File: config.mk
export PLATFORM = sky130hd
export DESIGN_NAME = varredor_mux_flat
export DESIGN_NICKNAME = d
export VERILOG_FILES = /design/src/rtl/varredor_mux_if.sv /design/src/rtl/varredor_mux.sv /design/src/flat_wrapper.sv
export SDC_FILE = /design/constraint.sdc
export NUM_CORES = 1
export LEC_CHECK = 0
export CORE_UTILIZATION = 49
export DETAILED_ROUTE_END_ITERATION = 16
export PLACE_DENSITY = 0.93
export SYNTH_ARGS = -nofsm -noshare
export SYNTH_HDL_FRONTEND = slang
export SYNTH_SLANG_ARGS = --single-unit
File: constraint.sdc
create_clock -name clk -period 4.76 [get_ports clk]
set_input_delay 0.952 -clock clk [delete_from_list [all_inputs] [get_ports clk]]
set_output_delay 0.952 -clock clk [all_outputs]
set_load 0.02 [all_outputs]
File: src/rtl/varredor_mux_if.sv
// Handshake bundle between the scan sequencer, the 8:1 byte multiplexer and the downstream consumer.
// The sequencer takes the slave view; the environment drives it through the master view.
interface varredor_mux_if #(
  parameter int LARGURA = 8
);
  logic               habilita;
  logic [7:0]         mascara;
  logic [LARGURA-1:0] dados_mux;
  logic               pronto;
  logic [2:0]         endereco;
  logic [LARGURA-1:0] dado_saida;
  logic [2:0]         canal_saida;
  logic               valido;
  logic               varredura_completa;

  modport master (
    output habilita, mascara, dados_mux, pronto,
    input  endereco, dado_saida, canal_saida, valido, varredura_completa
  );

  modport slave (
    input  habilita, mascara, dados_mux, pronto,
    output endereco, dado_saida, canal_saida, valido, varredura_completa
  );
endinterface

File: src/rtl/varredor_mux.sv
// Scan sequencer for the 8:1 byte multiplexer: selects each enabled channel, waits ESPERA
// settle cycles, captures the byte and hands it downstream over valid/ready with its channel tag.
module varredor_mux #(
  parameter int LARGURA = 8,
  parameter int ESPERA  = 2
) (
  input  logic          clk,
  input  logic          rst_n,
  varredor_mux_if.slave bus
);

  typedef enum logic [1:0] {
    S_OCIOSO  = 2'd0,
    S_ESPERA  = 2'd1,
    S_ENTREGA = 2'd2
  } estado_t;

  localparam logic [3:0] CONT_INI = 4'(ESPERA - 1);

  estado_t    estado;
  logic [3:0] contador;
  logic [2:0] prox_canal;
  logic       prox_wrap;

  function automatic logic [2:0] menor_canal(input logic [7:0] m);
    logic [2:0] idx;
    idx = 3'd0;
    for (int i = 7; i >= 0; i--)
      if (m[i]) idx = 3'(i);
    return idx;
  endfunction

  // Returns {wrap, index}: wrap is set when no enabled channel lies above the current one.
  function automatic logic [3:0] proximo_canal(input logic [7:0] m, input logic [2:0] c);
    logic [2:0] idx;
    logic       achou;
    idx   = 3'd0;
    achou = 1'b0;
    for (int i = 7; i >= 0; i--)
      if (m[i] && (i > int'(c))) begin
        idx   = 3'(i);
        achou = 1'b1;
      end
    if (!achou) idx = menor_canal(m);
    return {!achou, idx};
  endfunction

  always_comb begin
    {prox_wrap, prox_canal} = proximo_canal(bus.mascara, bus.canal_saida);
  end

  always_ff @(posedge clk or negedge rst_n) begin
    if (!rst_n) begin
      estado                 <= S_OCIOSO;
      contador               <= 4'd0;
      bus.endereco           <= 3'd0;
      bus.dado_saida         <= {LARGURA{1'b0}};
      bus.canal_saida        <= 3'd0;
      bus.valido             <= 1'b0;
      bus.varredura_completa <= 1'b0;
    end else begin
      bus.varredura_completa <= 1'b0;
      case (estado)
        S_OCIOSO: begin
          if (bus.habilita && (bus.mascara != 8'd0)) begin
            bus.endereco <= menor_canal(bus.mascara);
            contador     <= CONT_INI;
            estado       <= S_ESPERA;
          end
        end
        S_ESPERA: begin
          // Dropping habilita wins over a capture due on the same edge.
          if (!bus.habilita) begin
            estado <= S_OCIOSO;
          end else if (contador != 4'd0) begin
            contador <= contador - 4'd1;
          end else begin
            bus.dado_saida  <= bus.dados_mux;
            bus.canal_saida <= bus.endereco;
            bus.valido      <= 1'b1;
            estado          <= S_ENTREGA;
          end
        end
        S_ENTREGA: begin
          if (bus.pronto) begin
            bus.valido <= 1'b0;
            if (prox_wrap) bus.varredura_completa <= 1'b1;
            if (bus.habilita && (bus.mascara != 8'd0)) begin
              bus.endereco <= prox_canal;
              contador     <= CONT_INI;
              estado       <= S_ESPERA;
            end else begin
              estado <= S_OCIOSO;
            end
          end
        end
        default: estado <= S_OCIOSO;
      endcase
    end
  end

endmodule

File: src/flat_wrapper.sv
// flat-port wrapper written by rule: the top's interface ports become plain ports
module varredor_mux_flat 
#(
  parameter int LARGURA = 8,
  parameter int ESPERA  = 2
)
  (clk, rst_n, bus_habilita, bus_mascara, bus_dados_mux, bus_pronto, bus_endereco, bus_dado_saida, bus_canal_saida, bus_valido, bus_varredura_completa);
  varredor_mux_if #(.LARGURA(LARGURA)) bus_i ();
  input  logic clk;
  input  logic rst_n;
  input wire logic [$bits(bus_i.habilita)-1:0] bus_habilita;
  input wire logic [$bits(bus_i.mascara)-1:0] bus_mascara;
  input wire logic [$bits(bus_i.dados_mux)-1:0] bus_dados_mux;
  input wire logic [$bits(bus_i.pronto)-1:0] bus_pronto;
  output wire logic [$bits(bus_i.endereco)-1:0] bus_endereco;
  output wire logic [$bits(bus_i.dado_saida)-1:0] bus_dado_saida;
  output wire logic [$bits(bus_i.canal_saida)-1:0] bus_canal_saida;
  output wire logic [$bits(bus_i.valido)-1:0] bus_valido;
  output wire logic [$bits(bus_i.varredura_completa)-1:0] bus_varredura_completa;
  assign bus_i.habilita = bus_habilita;
  assign bus_i.mascara = bus_mascara;
  assign bus_i.dados_mux = bus_dados_mux;
  assign bus_i.pronto = bus_pronto;
  assign bus_endereco = bus_i.endereco;
  assign bus_dado_saida = bus_i.dado_saida;
  assign bus_canal_saida = bus_i.canal_saida;
  assign bus_valido = bus_i.valido;
  assign bus_varredura_completa = bus_i.varredura_completa;
  varredor_mux #(.LARGURA(LARGURA), .ESPERA(ESPERA)) u_core (.clk(clk), .rst_n(rst_n), .bus(bus_i));
endmodule
==> metrics <==
total I/O pin count=36; setup repair after global routing missed its margin=false; CP Cell Sequence=clkdlybuf4s50_1 -> nor4_2 -> a2111oi_4 -> o21ai_2 -> nor4_1 -> a21oi_1; Power, Total=0.894 mW; TritonCTS clock tree=built; GRT Total Usage=about a quarter; CP bufs+invs=1; Slowest Stage Delay on Critical Path=620 ps; CTS H-tree depth=1; Post-Place Setup Slack=1790 ps; Post-CTS Setup Repair Bufs=0; initial antenna violation count=0; Synth Flop Type=dfrtp_1; # port buffers=35; mapped cell area=0.00118 sq mm; root buf cell=clkbuf_4; M2 GR Usage=43.0%; Net Sw Frac=40.1%; number of max-cap violations=0; Worst setup EP type=flip-flop; Initial DRC Count=10; asr flop ratio synth=100%; Startpoint Class=primary input; worst hold path type=flip-flop to flip-flop; post-synthesis area per instance=10.7 sq um; first-pass GRT wire length=4.62 mm; DRT antenna net count=0; gp weighted congestion=0.927; Synth Net Count=133; Detailed Route WL=approximately 2.7 mm; met1 track utilization from global routing=between 20 and 30%; Power Internal=0.535 mW; setup ws final=roughly 2100 ps; Comb pwr share=50.6%; grt peak-use layer=met2; DIE AREA=roughly 0.0026 sq mm; setup TNS=0 ps; # hold bufs at CTS=0; fin crit share=a little under three fifths; DR vias=1013; Clk Latency, worst-skew pair=between 300 and 400 ps; status=finished clean; Hold Violations, Final=0; final net count=172; Worst Tran Pin Value=987 ps; met3 GRT Util=5.36%; wire per inst=15.5 um; sw power=0.359 mW; leak pwr=0.661 nW; Initial Utilization=52.9%; Seq/Total Area, Yosys=around 47%; post-synth cell types=38; Reg clk slew, reported paths=110 ps; worst hold margin=505 ps; Cell Pwr Density=560 mW/mm^2; final setup fails=0; row count=17; Critical Path AT=2840 ps; Area growth, synth to finish=35.0%; Slew headroom=34.0%; Filler cells=between 150 and 200; count of pins over their slew limit=0; Core Region=around 0.0022 sq mm; final clock skew=3.99 ps; Synth Register Bits=22; Yosys warnings=0; largest net degree at the start of global routing=23; drt drc=0; vias in the first global route=1065; Overflow after GRT=0; Clock Power Share=11.4%; CTS sink count=22; post-layout min period=2650 ps; critical-path maximum fanout=10; layout cell share with drive strength beyond 1=14.1%; Cells after Synth=~110; Slowest-stage cell, CP=clkdlybuf4s50_1; Max Freq=0.377 GHz; Post-synth EDFFs=0; Peak supply drop=0.000409 V; Worst Path Required=4950 ps; clock tree buffer depth=2; CTS Buf Count=3; # diodes=0; sequential share of power=38.0%; Crit Path Class=primary input to flip-flop; Pre-antenna DRT Iters=4; Die Height=~51 um; Via density=roughly 5.7; HPWL after DPL=2.20 mm; CTS resizes=0; Die Wd=51.1 um; crit-path leading delay family=compound AO/OA/AOI/OAI gates
==> per-layer routing <==
metal / wire [um] / vias up
met5: 0 / -
met4: 26 / 0
met3: 78 / 4
met2: 1490 / 17
met1: 1140 / 505
li1: - / 487
==> flip-flops by register name, indices dropped and copies added (netlist names) <==
signal                         count
u_core.estado                      2
u_core.bus.varredura_completa      1
u_core.bus.dado_saida              8
u_core.bus.endereco                3
u_core.bus.canal_saida             3
u_core.contador                    4
u_core.bus.valido                  1
==> Yosys cell counts (3+ instances only) <==
| library cell | n | area, sq um |
|---|---|---|
| dfrtp_1 | 22 | 551 |
| mux2_2 | 9 | 101 |
| nor2_1 | 9 | 33.8 |
| inv_1 | 7 | 26.3 |
| nand2_1 | 7 | 26.3 |
| a21oi_1 | 5 | 25.0 |
| nor2b_1 | 5 | 31.3 |
| nor3_1 | 5 | 25.0 |
| a31oi_1 | 3 | 18.8 |
| o211ai_1 | 3 | 22.5 |
==> power by group through the flow <==
stage / sequential (mW) / combinational [mW] / clock (mW)
after floorplan: 0.406 / 0.187 / 0
after global placement: 0.336 / 0.436 / 0
after detailed placement: 0.344 / 0.454 / 0
after CTS: 0.340 / 0.455 / 0.103
after global routing: 0.351 / 0.487 / 0.112
final: 0.340 / 0.452 / 0.102
==> worst paths after layout <==
check | slack (ps) | to | depth (start not counted) | startpoint
max | 2110 | u_core.contador[0] | 6 | bus_mascara[7]
min | 500 | u_core.bus.valido | 1 | u_core.bus.valido
max in group asynchronous | 2990 | u_core.contador[0] | 1 | rst_n
min reg2reg | 500 | u_core.bus.valido | 1 | u_core.bus.valido
min in group asynchronous | 1180 | u_core.bus.dado_saida[6] | 1 | rst_n
max reg2reg | 2490 | u_core.bus.dado_saida[3] | 4 | u_core.estado[1]
==> through the flow <==
step / cells / cell area, sq um / utilization (%)
global placement: 173 / 1560 / 69.9
global route: 177 / 1600 / 71.5
floorplan: 111 / 1180 / -
detailed placement: 173 / 1560 / 69.9
CTS: 177 / 1600 / 71.5
finish: 177 / 1600 / 71.5
==> cells in the final DEF, fill, tap and decap left out, drive strengths merged <==
cell type,count
a21oi,5
ha,2
o211ai,3
a41oi,1
a21bo,1
o31a,1
or2,1
xor2,2
clkdlybuf4s50,35
nand3,2
dfrtp,22
nor4,3
mux2,11
or4,1
clkbuf,4
o311ai,1
o22ai,1
nand4,1
o2111ai,1
nand2b,2
a21o,1
nand2,7
inv,7
o21ai,5
o41ai,1
nor2b,5
a31oi,3
a2111oi,1
nor3,5
nor4b,1
a21boi,2
nor2,9
o211a,1
or3,1
==> area by class of cell <==
cell class	count	area (sq um)	share of cell area, %
inverters	7	26.3	1.65
flip-flops and latches	22	551	34.5
clock buffers	4	36.3	2.27
well taps	28	35.0	2.19
multi-input cells	81	598	37.5
repair buffers	35	350	21.9
==> cell families after synthesis <==
group / Yosys count / synth area share (%)
and+or+nand+nor: 38 / 17.4
AOI/OAI and AO/OA: 28 / 19.2
DFF: 22 / 46.6
muxes: 11 / 10.5
buffers and inverters: 8 / 2.86
xor gates and xnor gates: 2 / 1.48
adders and majority gates: 2 / 2.12
Note: power is estimated with default switching activity, not from simulation.
